### config.mk
export PLATFORM = sky130hd
export DESIGN_NAME = ps2_keyboard_receiver
export DESIGN_NICKNAME = d
export VERILOG_FILES = /design/src/rtl/ps2_keyboard_receiver.sv
export SDC_FILE = /design/constraint.sdc
export NUM_CORES = 1
export LEC_CHECK = 0
export CAP_MARGIN = 0
export CORE_MARGIN = 2
export CORE_UTILIZATION = 65
export CTS_BUF_LIST = sky130_fd_sc_hd__clkbuf_4
export CTS_CLUSTER_SIZE = 14
export DETAILED_ROUTE_END_ITERATION = 8
export MAX_ROUTING_LAYER = met4
export PLACE_DENSITY = 0.87
export SYNTH_ARGS = -nofsm -noshare
export SYNTH_HDL_FRONTEND = slang
export SYNTH_SLANG_ARGS = --single-unit
### constraint.sdc
create_clock -name Fast_Clock -period 5.32 [get_ports Fast_Clock]
set_clock_uncertainty 0.05 [all_clocks]
set_input_delay 1.596 -clock Fast_Clock [delete_from_list [all_inputs] [get_ports Fast_Clock]]
set_output_delay 1.596 -clock Fast_Clock [all_outputs]
set_load 0.02 [all_outputs]
### src/rtl/ps2_keyboard_receiver.sv
// PS/2 device-to-host frame receiver with scan-code set 2 prefix decoding (E0 extended, F0 break).
// Oversamples the slow PS/2 clock on Fast_Clock and presents each completed non-prefix scan code.
module ps2_keyboard_receiver #(
  parameter int FILTER_LEN     = 8,
  parameter int TIMEOUT_CYCLES = 100000
) (
  input  logic       Fast_Clock,
  input  logic       Reset,
  input  logic       PS2_Clk,
  input  logic       PS2_Data,
  output logic [7:0] Kb_Byte,
  output logic       Kb_Valid,
  output logic       Kb_Break,
  output logic       Kb_Extended,
  output logic       Frame_Error
);

  localparam int FC_W = $clog2(FILTER_LEN + 1);
  localparam int TO_W = $clog2(TIMEOUT_CYCLES + 1);

  typedef enum logic [1:0] {
    IDLE   = 2'd0,
    DATA   = 2'd1,
    PARITY = 2'd2,
    STOP   = 2'd3
  } state_t;

  logic [1:0]      r_clk_sync;
  logic [1:0]      r_data_sync;
  logic            r_filt_clk;
  logic            r_filt_d;
  logic [FC_W-1:0] r_filt_cnt;
  state_t          r_state;
  logic [2:0]      r_bit_cnt;
  logic [7:0]      r_shift;
  logic            r_parity;
  logic [TO_W-1:0] r_to_cnt;
  logic            r_ext_pend;
  logic            r_brk_pend;
  logic [7:0]      r_kb_byte;
  logic            r_kb_valid;
  logic            r_kb_break;
  logic            r_kb_ext;
  logic            r_frame_err;

  logic   w_clk_s;
  logic   w_data_s;
  logic   w_strobe;
  logic   w_timeout;
  state_t w_state_nx;
  logic   w_start;
  logic   w_shift_en;
  logic   w_par_en;
  logic   w_accept;
  logic   w_err;

  assign w_clk_s   = r_clk_sync[1];
  assign w_data_s  = r_data_sync[1];
  assign w_strobe  = r_filt_d & ~r_filt_clk;
  assign w_timeout = (r_state != IDLE) && (r_to_cnt == TO_W'(TIMEOUT_CYCLES));

  // Pin conditioning: two-flop synchronizers, then a level filter that needs FILTER_LEN agreeing samples.
  // NOTE: every register below is assigned with <= so all flops see pre-edge values, like real hardware.
  always_ff @(posedge Fast_Clock) begin
    if (!Reset) begin
      r_clk_sync  <= 2'b11;
      r_data_sync <= 2'b11;
      r_filt_clk  <= 1'b1;
      r_filt_d    <= 1'b1;
      r_filt_cnt  <= '0;
    end else begin
      r_clk_sync  <= {r_clk_sync[0], PS2_Clk};
      r_data_sync <= {r_data_sync[0], PS2_Data};
      r_filt_d    <= r_filt_clk;
      if (w_clk_s == r_filt_clk) begin
        r_filt_cnt <= '0;
      end else if (r_filt_cnt == FC_W'(FILTER_LEN - 1)) begin
        r_filt_clk <= w_clk_s;
        r_filt_cnt <= '0;
      end else begin
        r_filt_cnt <= r_filt_cnt + 1'b1;
      end
    end
  end

  // NOTE: every signal written here gets a default first, so no path can leave one unassigned (no latches).
  always_comb begin
    w_state_nx = r_state;
    w_start    = 1'b0;
    w_shift_en = 1'b0;
    w_par_en   = 1'b0;
    w_accept   = 1'b0;
    w_err      = 1'b0;
    if (w_strobe) begin
      case (r_state)
        IDLE: begin
          if (!w_data_s) begin
            w_state_nx = DATA;
            w_start    = 1'b1;
          end
        end
        DATA: begin
          w_shift_en = 1'b1;
          if (r_bit_cnt == 3'd7) w_state_nx = PARITY;
        end
        PARITY: begin
          w_par_en   = 1'b1;
          w_state_nx = STOP;
        end
        STOP: begin
          w_state_nx = IDLE;
          if (w_data_s && (^{r_shift, r_parity})) w_accept = 1'b1;
          else                                    w_err    = 1'b1;
        end
        default: w_state_nx = IDLE;
      endcase
    end else if (w_timeout) begin
      w_state_nx = IDLE;
      w_err      = 1'b1;
    end
  end

  always_ff @(posedge Fast_Clock) begin
    if (!Reset) begin
      r_state     <= IDLE;
      r_bit_cnt   <= '0;
      r_shift     <= '0;
      r_parity    <= 1'b0;
      r_to_cnt    <= '0;
      r_ext_pend  <= 1'b0;
      r_brk_pend  <= 1'b0;
      r_kb_byte   <= 8'h00;
      r_kb_valid  <= 1'b0;
      r_kb_break  <= 1'b0;
      r_kb_ext    <= 1'b0;
      r_frame_err <= 1'b0;
    end else begin
      r_state     <= w_state_nx;
      r_kb_valid  <= 1'b0;
      r_frame_err <= w_err;

      if (w_start)         r_bit_cnt <= '0;
      else if (w_shift_en) r_bit_cnt <= r_bit_cnt + 1'b1;

      if (w_shift_en) r_shift  <= {w_data_s, r_shift[7:1]};
      if (w_par_en)   r_parity <= w_data_s;

      if (w_strobe || r_state == IDLE) r_to_cnt <= '0;
      else                             r_to_cnt <= r_to_cnt + 1'b1;

      if (w_err) begin
        r_ext_pend <= 1'b0;
        r_brk_pend <= 1'b0;
      end else if (w_accept) begin
        case (r_shift)
          8'hE0: r_ext_pend <= 1'b1;
          8'hF0: r_brk_pend <= 1'b1;
          default: begin
            r_kb_byte  <= r_shift;
            r_kb_break <= r_brk_pend;
            r_kb_ext   <= r_ext_pend;
            r_kb_valid <= 1'b1;
            r_ext_pend <= 1'b0;
            r_brk_pend <= 1'b0;
          end
        endcase
      end
    end
  end

  assign Kb_Byte     = r_kb_byte;
  assign Kb_Valid    = r_kb_valid;
  assign Kb_Break    = r_kb_break;
  assign Kb_Extended = r_kb_ext;
  assign Frame_Error = r_frame_err;

endmodule

==> summary.txt, run 1 <==
Run status
  • Status: completed

Die
  • DIE HEIGHT: 64.4 um
  • Num ports: 16
  • Total die area: 4150 um^2
  • Die X: 64.4 um
  • Floorplan row count: 21
  • Core area: 3420 um^2
  • Initial Util: 0.695

Timing
  • RSZ-0062 raised after global routing: no
  • Period Utilization, post-route: 0.561
  • Final-report hold violation count: 0
  • Final-report setup violation count: 0
  • Final Worst Setup Slack: 2.34 ns
  • Setup Total Neg Slack: 0 ns
  • F_max: 0.335 GHz
  • Max Slew Vio Count: 0
  • Fin crit period: 2.98 ns
  • Slew @ Worst Pin: 0.622 ns
  • Hold WS: 0.379 ns
  • Relative slew slack: 0.585

Clock tree
  • CTS sink cnt: 55
  • # Post-CTS Setup Buffers: 0
  • Skew-Pair Late Insertion Delay: 0.36 ns
  • Post-CTS Resized: 0
  • Root buffer selected by CTS: clkbuf_4
  • Num CTS Buffers: 5
  • CTS clock-pin slew for the worst setup and hold paths: 0.14 ns
  • TritonCTS clock tree: built
  • Hold buffers post-CTS: 0
  • H-tree Lvls: 2
  • Clock Path Buffers: 2

Power
  • Sequential power share: 0.701
  • Share of power burned in combinational logic: 0.015
  • Net load switching power: 0.000120 W
  • Clk pwr share: 0.284
  • Switching Fraction: 0.203
  • Internal power: 0.000471 W
  • Power density cells: 227 nW/um^2
  • Worst vdd ir: 0.167 mV
  • Leak: 1.10 nW

Drt
  • Routed WL: 3760 um
  • DR pass1 iterations: 4
  • DR vias: 1,630
  • Initial DRC count: 92
  • Drt wl/cell: 12.1 um
  • Post-route ant nets: 0
  • Drc violations: 0
  • Via/cell ratio: 5.26

Setup path
  • WS Path Type: register to primary output
  • Startpoint Class: register
  • CP peak stage delay: 0.61 ns
  • Maximum fanout along the worst path: 1
  • Crit end category: primary output
  • Worst EP arrival: 1.34 ns
  • Largest delay share family, worst path: buffers and inverters
  • CP max-delay cell: clkdlybuf4s50_1
  • Crit path cell chain: clkdlybuf4s50_1
  • Buffers and inverters on the worst path: 1
  • WP data required: 3.67 ns

Logic synthesis
  • Synth Warn #: 0
  • Cell variety after synth: 34
  • Post-Syn Area per Cell: 9.58 um^2
  • Sequential-to-total area share from yosys stat: 0.464
  • Synthesized area: 2370 um^2
  • Primary FF master, synth: dfxtp_1
  • Async S/R FF share, synth: 0
  • Number of synthesized register bits: 55
  • EDFF count, synth: 0
  • Post-Syn Instances: 248
  • Post-Syn Nets: 262

Layout
  • Proportion of layout cells with a drive suffix above 1: 0.0417
  • Area growth from synthesis to layout: 9.59%
  • N_diodes: 0
  • Final net count: 277

Global routing
  • Initial antenna violation count: 0
  • Total gr overflow: 0
  • Largest net degree at the start of global routing: 23
  • Global-route wire length before repair: 7130 um
  • Overall Global Routing Usage: 0.223
  • Vias in the first global route: 1,671

Placed design
  • Setup WS pre-CTS: 2.12 ns
  • Placer Congestion: 0.800
  • Post-DP HPWL: 2720 um
  • Port Buffer Count: 15

Run
  • Max-Cap Viols: 0

Hold path
  • Worst min path class: register to register
area by class of cell:
type	count	area [um^2]
tap	46	57.6
inverter	8	30.0
sequential	55	1100
multi-input combinational	177	1200
fill	239	813
clock inverter	2	7.51
clock buffer	6	45.0
timing repair buffer	16	158
placed cells by master, fill, tap and decap left out, drive strengths merged, types with 2 or more instances in the layout:
cell / n
a211oi: 3
a21oi: 8
and3: 5
clkbuf: 6
clkdlybuf4s50: 15
clkinv: 2
dfxtp: 55
ha: 10
inv: 8
mux2i: 21
nand2: 18
nand2b: 6
nand3: 10
nand3b: 2
nand4: 6
nor2: 44
nor3: 5
nor3b: 2
nor4b: 2
xnor2: 9
xnor3: 2
xor2: 13
final timing paths:
check | startpoint | endpoint | slack, ns | cells after the start
worst max register to register | r_shift[2]$_SDFFE_PN0P_ | Kb_Byte[3]$_SDFFE_PN0P_ | 3.37 | 6
worst min-delay path | r_data_sync[0]$_SDFF_PN1_ | r_data_sync[1]$_SDFF_PN1_ | 0.38 | 1
worst max-delay path | Frame_Error$_SDFF_PN0_ | Frame_Error | 2.34 | 1
worst min register to register | r_data_sync[0]$_SDFF_PN1_ | r_data_sync[1]$_SDFF_PN1_ | 0.38 | 1
flip-flops by register name (all words and copies together), names as in the netlist, 2 cells and up:
register     flops
r_state          2
r_filt_cnt       4
Kb_Byte          8
r_clk_sync       2
r_data_sync      2
r_shift          8
r_bit_cnt        3
r_to_cnt        17
power groups by stage:
stage | combinational [W] | sequential, W | clock (W)
4_1_cts | 0.00000915 | 0.000415 | 0.000174
3_5_place_dp | 0.00000909 | 0.000424 | 0
2_1_floorplan | 0.00000565 | 0.000423 | 0
5_1_grt | 0.0000101 | 0.000415 | 0.000190
6_report | 0.00000899 | 0.000415 | 0.000168
3_3_place_gp | 0.00000898 | 0.000424 | 0
layer usage:
metal / wire length, um / GRT usage / vias to the layer above / part of all wire
met5: 0 / - / - / 0
met4: 62 / 0.0904 / 0 / 0.016
li1: - / - / 860 / -
met2: 1750 / 0.366 / 22 / 0.46
met3: 112 / 0.0521 / 7 / 0.030
met1: 1840 / 0.267 / 741 / 0.49
Yosys cell counts (all sizes together), types with 6 or more instances:
master  number  share of area
nand2       18          0.028
xor2        13          0.048
nand4        6          0.016
inv          8          0.013
nand3       10          0.021
nor2        44          0.070
ha          10          0.053
a21oi        8          0.017
dfxtp       55           0.46
mux2i       21          0.089
nand2b       6          0.016
xnor2        9          0.033
kinds of logic (layout without fill, tap and decap cells):
logic type,Yosys count,in the layout,share of synthesized area
and+or+nand+nor,108,108,0.221
DFF,55,55,0.464
xor gates and xnor gates,25,25,0.113
muxes,21,21,0.0885
buffers and inverters,16,32,0.0295
AOI/OAI and AO/OA,13,13,0.0316
adders and majority gates,10,10,0.0527
stage by stage:
step                instance area, um^2  total power, W  utilization  std cells
floorplan                          2370        0.000429            -        248
global placement                   2550        0.000433        0.747        302
detailed placement                 2550        0.000433        0.747        302
CTS                                2600        0.000598        0.762        310
global route                       2600        0.000615        0.762        310
finish                             2600        0.000592        0.762        310
Power figures use the tool's default switching activity.
==> run 2: changes to the inputs <==
--- a/config.mk
+++ b/config.mk
@@ -7,12 +7,12 @@
 export LEC_CHECK = 0
 export CAP_MARGIN = 0
 export CORE_MARGIN = 2
-export CORE_UTILIZATION = 65
+export CORE_UTILIZATION = 54
 export CTS_BUF_LIST = sky130_fd_sc_hd__clkbuf_4
 export CTS_CLUSTER_SIZE = 14
 export DETAILED_ROUTE_END_ITERATION = 8
 export MAX_ROUTING_LAYER = met4
-export PLACE_DENSITY = 0.87
+export PLACE_DENSITY = 0.77
 export SYNTH_ARGS = -nofsm -noshare
 export SYNTH_HDL_FRONTEND = slang
 export SYNTH_SLANG_ARGS = --single-unit
==> constraint.sdc (replaced) <==
create_clock -name Fast_Clock -period 2.7 [get_ports Fast_Clock]
set_clock_uncertainty 0.05 [all_clocks]
set_input_delay 0.81 -clock Fast_Clock [delete_from_list [all_inputs] [get_ports Fast_Clock]]
set_output_delay 0.81 -clock Fast_Clock [all_outputs]
set_load 0.02 [all_outputs]
==> run 2 against run 1 <==
Effect of this change:
- first-iteration DRC count is 24% lower
- design area increased by 1.3%
- clock-buffer cell count shrank 1
- routed wire length grew 1.1%
- die area grew 19%
- total power rose by 100%
- global-route usage fell by 4.3 points
- hold slack better by 0.00086 ns
- clock power grew 110%
- via count grew 2.1%
- cell count grew 2.9%
==> summary.txt, run 2 (synthesized netlist as in run 1, its figures left out) <==
Run status
  • Status: completed

Run
  • Max-Cap Viols: 0 (unchanged)

Setup path
  • Worst EP arrival: 1.33 ns (about the same)
  • Crit end category: primary output
  • Crit path cell chain: clkdlybuf4s50_1
  • Buffers and inverters on the worst path: 1 (unchanged)
  • CP max-delay cell: clkdlybuf4s50_1
  • WS Path Type: register to primary output
  • Startpoint Class: register
  • CP peak stage delay: 0.60 ns (about the same)
  • Largest delay share family, worst path: buffers and inverters
  • WP data required: 1.84 ns (-1.83 ns)
  • Maximum fanout along the worst path: 2 (+1)

Timing
  • Hold WS: 0.379 ns (+0.000864 ns)
  • Final Worst Setup Slack: 0.511 ns (-1.83 ns)
  • Final-report hold violation count: 0 (unchanged)
  • Relative slew slack: 0.632 (+0.0468)
  • Max Slew Vio Count: 0 (unchanged)
  • Slew @ Worst Pin: 0.551 ns (-0.0706 ns)
  • Final-report setup violation count: 0 (unchanged)
  • F_max: 0.457 GHz
  • Period Utilization, post-route: 0.811
  • Setup Total Neg Slack: 0 ns (unchanged)
  • RSZ-0062 raised after global routing: no
  • Fin crit period: 2.19 ns

Drt
  • Via/cell ratio: 5.22 (-0.73%)
  • DR pass1 iterations: 4 (unchanged)
  • Routed WL: 3810 um (+1.1%)
  • Drt wl/cell: 11.9 um (-1.7%)
  • Drc violations: 0 (unchanged)
  • Initial DRC count: 70 (-24%)
  • Post-route ant nets: 0 (unchanged)
  • DR vias: 1,665 (+2.1%)

Power
  • Net load switching power: 0.000263 W (+120%)
  • Share of power burned in combinational logic: 0.018 (+0.003)
  • Sequential power share: 0.688 (-0.013)
  • Switching Fraction: 0.222 (+0.0184)
  • Leak: 1.11 nW (+0.99%)
  • Power density cells: 450 nW/um^2 (+98%)
  • Internal power: 0.000925 W (+96%)
  • Worst vdd ir: 0.395 mV (+140%)
  • Clk pwr share: 0.294 (+0.010)
  • Total power: 0.00119 W (+100%)

Die
  • Floorplan row count: 24 (+14%)
  • Die X: 70.3 um (+9.1%)
  • Total die area: 4940 um^2 (+19%)
  • Initial Util: 0.553 (-0.142)
  • Num ports: 16 (unchanged)
  • Core area: 4290 um^2 (+26%)
  • DIE HEIGHT: 70.3 um (+9.1%)

Layout
  • N_diodes: 0 (unchanged)
  • Area growth from synthesis to layout: 11.1%
  • Final net count: 280 (+1.1%)
  • Largest reg by FF count: r_to_cnt
  • Area of the multi-input gates: 1200 um^2 (unchanged)
  • Most frequent cells in the layout: 55 x dfxtp_1, 44 x nor2_1, 21 x mux2i_1
  • Seq. cell area: 1100 um^2 (unchanged)
  • Proportion of layout cells with a drive suffix above 1: 0.0599 (+0.0183)
  • Finished Layout Cells: 319 (+2.9%)
  • Most common cell after layout, fill and taps aside: dfxtp_1
  • Number of flip-flops under the largest register name: 17 (unchanged)
  • Fillers: 390 (+63%)

Clock tree
  • Root buffer selected by CTS: clkbuf_4
  • # Post-CTS Setup Buffers: 0 (unchanged)
  • H-tree Lvls: 2 (unchanged)
  • Clock Path Buffers: 2 (unchanged)
  • Post-CTS Resized: 0 (unchanged)
  • CTS clock-pin slew for the worst setup and hold paths: 0.15 ns (about the same)
  • CTS sink cnt: 55 (unchanged)
  • TritonCTS clock tree: built
  • Hold buffers post-CTS: 0 (unchanged)
  • Num CTS Buffers: 5 (unchanged)
  • Skew-Pair Late Insertion Delay: 0.37 ns (about the same)

Placed design
  • Port Buffer Count: 15 (unchanged)
  • Post-DP HPWL: 2800 um (+3.1%)
  • Placer Congestion: 0.846 (+5.7%)
  • Placed Cells: 311 (+3.0%)
  • Setup WS pre-CTS: 0.651 ns (-1.47 ns)

Global routing
  • Overall Global Routing Usage: 0.180 (-0.0435)
  • Largest net degree at the start of global routing: 18 (-22%)
  • Vias in the first global route: 1,641 (-1.8%)
  • Total gr overflow: 0 (unchanged)
  • Global-route wire length before repair: 7070 um (-0.87%)
  • Initial antenna violation count: 0 (unchanged)

Hold path
  • Worst min path class: register to register
[run 2: cell types whose count changed in the layout (fill, tap and decap cells not counted)]
cell | before | now
clkinvlp_4 | 0 | 2
clkinv_2 | 0 | 1
buf_4 | 1 | 4
clkinv_1 | 2 | 0
clkbuf_4 | 6 | 5
[run 2: area by class of cell]
cell class | count | share of cell area
well taps | 52 | 0.0247
inverters | 8 | 0.0114
repair buffers | 19 | 0.0683
clock inverters | 3 | 0.00759
multi-input cells | 177 | 0.456
flip-flops and latches | 55 | 0.417
clock buffers | 5 | 0.0142
[run 2: worst paths after layout]
path,start,endpoint,slack [ns],cells past startpoint
max,Kb_Byte[6]$_SDFFE_PN0P_,Kb_Byte[6],0.51,1
min,r_data_sync[0]$_SDFF_PN1_,r_data_sync[1]$_SDFF_PN1_,0.38,1
max reg2reg,r_to_cnt[0]$_SDFF_PP0_,r_to_cnt[16]$_SDFF_PP0_,0.80,6
min reg2reg,r_data_sync[0]$_SDFF_PN1_,r_data_sync[1]$_SDFF_PN1_,0.38,1
[run 2: power groups by stage]
stage                     registers (W)  clock network, W  logic (W)
after floorplan                0.000834                 0  0.0000111
after global placement         0.000835                 0  0.0000213
after detailed placement       0.000835                 0  0.0000215
after CTS                      0.000818          0.000368  0.0000215
after global routing           0.000819          0.000394  0.0000239
final                          0.000817          0.000350  0.0000213
[run 2: per-layer routing]
| metal | up-vias | wire length, um | global-route usage |
|---|---|---|---|
| li1 | 867 | - | - |
| met1 | 779 | 1810 | 0.216 |
| met2 | 15 | 1860 | 0.298 |
| met3 | 4 | 84 | 0.0433 |
| met4 | 0 | 48 | 0.0577 |
| met5 | - | 0 | - |
[run 2: per-stage QoR]
| step | cell area, um^2 | util |
|---|---|---|
| after floorplan | 2370 | - |
| after CTS | 2640 | 0.614 |
| final | 2640 | 0.614 |
| after global routing | 2640 | 0.614 |
| after detailed placement | 2580 | 0.601 |
| after global placement | 2580 | 0.601 |
==> run 3: changes to the inputs <==
--- a/config.mk
+++ b/config.mk
@@ -7,12 +7,12 @@
 export LEC_CHECK = 0
 export CAP_MARGIN = 0
 export CORE_MARGIN = 2
-export CORE_UTILIZATION = 54
+export CORE_UTILIZATION = 60
 export CTS_BUF_LIST = sky130_fd_sc_hd__clkbuf_4
 export CTS_CLUSTER_SIZE = 14
 export DETAILED_ROUTE_END_ITERATION = 8
 export MAX_ROUTING_LAYER = met4
-export PLACE_DENSITY = 0.77
+export PLACE_DENSITY = 0.81
 export SYNTH_ARGS = -nofsm -noshare
 export SYNTH_HDL_FRONTEND = slang
 export SYNTH_SLANG_ARGS = --single-unit
==> constraint.sdc (replaced) <==
create_clock -name Fast_Clock -period 2.2 [get_ports Fast_Clock]
set_clock_uncertainty 0.05 [all_clocks]
set_input_delay 0.66 -clock Fast_Clock [delete_from_list [all_inputs] [get_ports Fast_Clock]]
set_output_delay 0.66 -clock Fast_Clock [all_outputs]
set_load 0.02 [all_outputs]
==> run 3 against run 2 <==
Effect of this change:
- sequential share of layout area fell by 0.57 points
- register-to-register slack got worse by 0.56 ns
- hold slack got worse by 0.0045 ns
- clock power rose by 52%
==> summary.txt, run 3 (synthesized netlist as in run 1, its figures left out) <==
Layout
  • Proportion of layout cells with a drive suffix above 1: 0.0667 (+0.00674)
  • Final instance area: 2670 um^2 (+1.4%)
  • Most frequent cells in the layout: 55 x dfxtp_1, 44 x nor2_1, 21 x mux2i_1
  • Largest reg by FF count: r_to_cnt
  • Area growth from synthesis to layout: 12.6%
  • Final net count: 283 (+1.1%)
  • N_diodes: 0 (unchanged)
  • Finished Layout Cells: 318 (-0.31%)
  • Number of flip-flops under the largest register name: 17 (unchanged)
  • Fillers: 281 (-28%)
  • Most common cell after layout, fill and taps aside: dfxtp_1

Die
  • Initial Util: 0.634 (+0.0813)
  • Floorplan row count: 22 (-8.3%)
  • Core area: 3740 um^2 (-13%)
  • Total die area: 4480 um^2 (-9.5%)
  • DIE HEIGHT: 66.9 um (-4.8%)
  • Die X: 66.9 um (-4.8%)
  • Num ports: 16 (unchanged)

Setup path
  • WS Path Type: register to primary output
  • R2r endpoint: Kb_Byte[2]$_SDFFE_PN0P_
  • CP peak stage delay: 0.61 ns (about the same)
  • Crit path cell chain: clkdlybuf4s50_1
  • Worst EP arrival: 1.35 ns (+0.02 ns)
  • R2R depth: 6 (unchanged)
  • Startpoint Class: register
  • WP data required: 1.49 ns (-0.35 ns)
  • Buffers and inverters on the worst path: 1 (unchanged)
  • Worst r2r src: r_shift[1]$_SDFFE_PN0P_
  • CP max-delay cell: clkdlybuf4s50_1
  • CP Capture Point: Kb_Byte[1]
  • Crit end category: primary output
  • Crit path depth: 1 (unchanged)
  • Largest delay share family, worst path: buffers and inverters
  • Maximum fanout along the worst path: 2 (unchanged)
  • CP startpoint: Kb_Byte[1]$_SDFFE_PN0P_
  • R2R setup slack: 0.24 ns (-0.56 ns)

Run
  • Max-Cap Viols: 0 (unchanged)

Clock tree
  • Hold buffers post-CTS: 0 (unchanged)
  • Root buffer selected by CTS: clkbuf_4
  • CTS sink cnt: 55 (unchanged)
  • CTS clock-pin slew for the worst setup and hold paths: 0.15 ns (about the same)
  • Post-CTS Resized: 0 (unchanged)
  • H-tree Lvls: 2 (unchanged)
  • TritonCTS clock tree: built
  • # Post-CTS Setup Buffers: 0 (unchanged)
  • Skew-Pair Late Insertion Delay: 0.37 ns (about the same)
  • Num CTS Buffers: 5 (unchanged)
  • Clock Path Buffers: 2 (unchanged)

Hold path
  • Worst min path class: register to register

Timing
  • Max Slew Vio Count: 0 (unchanged)
  • RSZ-0062 raised after global routing: no
  • Final Worst Setup Slack: 0.144 ns (-0.367 ns)
  • Final-report hold violation count: 0 (unchanged)
  • Final-report setup violation count: 0 (unchanged)
  • Fin crit period: 2.06 ns
  • F_max: 0.486 GHz
  • Relative slew slack: 0.657 (+0.0250)
  • Setup Total Neg Slack: 0 ns (unchanged)
  • Slew @ Worst Pin: 0.514 ns (-0.0374 ns)
  • Period Utilization, post-route: 0.935

Drt
  • Initial DRC count: 62 (-11%)
  • DR vias: 1,653 (-0.72%)
  • Via/cell ratio: 5.20 (-0.41%)
  • Met2 wire len: 1850 um (-0.70%)
  • Post-route ant nets: 0 (unchanged)
  • Routed WL: 3900 um (+2.5%)
  • Met1 wire length: 1890 um (+4.2%)
  • DR pass1 iterations: 5 (+1)
  • Drc violations: 0 (unchanged)
  • Met3 routed WL: 119 um (+42%)
  • Drt wl/cell: 12.3 um (+2.8%)
  • DR top layer: met4

Power
  • Clk pwr share: 0.341 (+0.047)
  • Share of power burned in combinational logic: 0.017 (about the same)
  • Net load switching power: 0.000314 W (+19%)
  • Leak: 1.14 nW (+2.6%)
  • Worst vdd ir: 0.427 mV (+8.1%)
  • Switching Fraction: 0.201 (-0.0202)
  • Power density cells: 584 nW/um^2 (+30%)
  • Internal power: 0.00125 W (+35%)
  • Sequential power share: 0.643 (-0.045)
  • Total power: 0.00156 W (+31%)

Placed design
  • Setup WS pre-CTS: 0.240 ns (-0.410 ns)
  • Placer Congestion: 0.783 (-7.4%)
  • Port Buffer Count: 15 (unchanged)
  • Placed Cells: 310 (-0.32%)
  • Post-DP HPWL: 2880 um (+2.9%)
  • Post-DP Area: 2600 um^2 (+0.68%)

Run status
  • Status: completed

Global routing
  • Total gr overflow: 0 (unchanged)
  • Vias in the first global route: 1,520 (-7.4%)
  • Largest net degree at the start of global routing: 17 (-1)
  • Global-route wire length before repair: 6620 um (-6.3%)
  • Initial antenna violation count: 0 (unchanged)
  • Overall Global Routing Usage: 0.203 (+0.0233)
## run 3: power by group through the flow
| stage | combinational [W] | sequential [W] | clock (W) |
|---|---|---|---|
| 2_1_floorplan | 0.0000137 | 0.00102 | 0 |
| 3_3_place_gp | 0.0000260 | 0.00102 | 0 |
| 3_5_place_dp | 0.0000261 | 0.00102 | 0 |
| 4_1_cts | 0.0000263 | 0.00100 | 0.000538 |
| 5_1_grt | 0.0000297 | 0.00100 | 0.000576 |
| 6_report | 0.0000260 | 0.00100 | 0.000532 |
## run 3: through the flow
stage / utilization / hold WS (ns)
global placement: 0.694 / 0.344
floorplan: - / 0.336
detailed placement: 0.694 / 0.343
finish: 0.714 / 0.375
CTS: 0.714 / 0.376
global route: 0.714 / 0.413
## run 3: cell type report
class | instances | area (um^2) | area share
flip-flops and latches | 55 | 1100 | 0.412
clock inverters | 3 | 38.8 | 0.0145
repair buffers | 22 | 203 | 0.0758
inverters | 8 | 30.0 | 0.0112
well taps | 48 | 60.1 | 0.0225
clock buffers | 5 | 37.5 | 0.0140
multi-input cells | 177 | 1200 | 0.450
## run 3: worst min path at each step
stage	cells past startpoint	slack (ns)	startpoint	endpoint
finish	1	0.37	r_data_sync[0]$_SDFF_PN1_	r_data_sync[1]$_SDFF_PN1_
global route	1	0.41	r_data_sync[0]$_SDFF_PN1_	r_data_sync[1]$_SDFF_PN1_
CTS	1	0.38	r_data_sync[0]$_SDFF_PN1_	r_data_sync[1]$_SDFF_PN1_
detailed placement	1	0.34	r_data_sync[0]$_SDFF_PN1_	r_data_sync[1]$_SDFF_PN1_
global placement	1	0.34	r_data_sync[0]$_SDFF_PN1_	r_data_sync[1]$_SDFF_PN1_
floorplan	1	0.34	r_clk_sync[0]$_SDFF_PN1_	r_clk_sync[1]$_SDFF_PN1_
## run 3: metal layers
layer  vias to the layer above  GRT usage
met5                         -          -
met4                         0     0.0842
met3                         5     0.0405
met2                        19      0.333
met1                       754      0.245
li1                        875          -
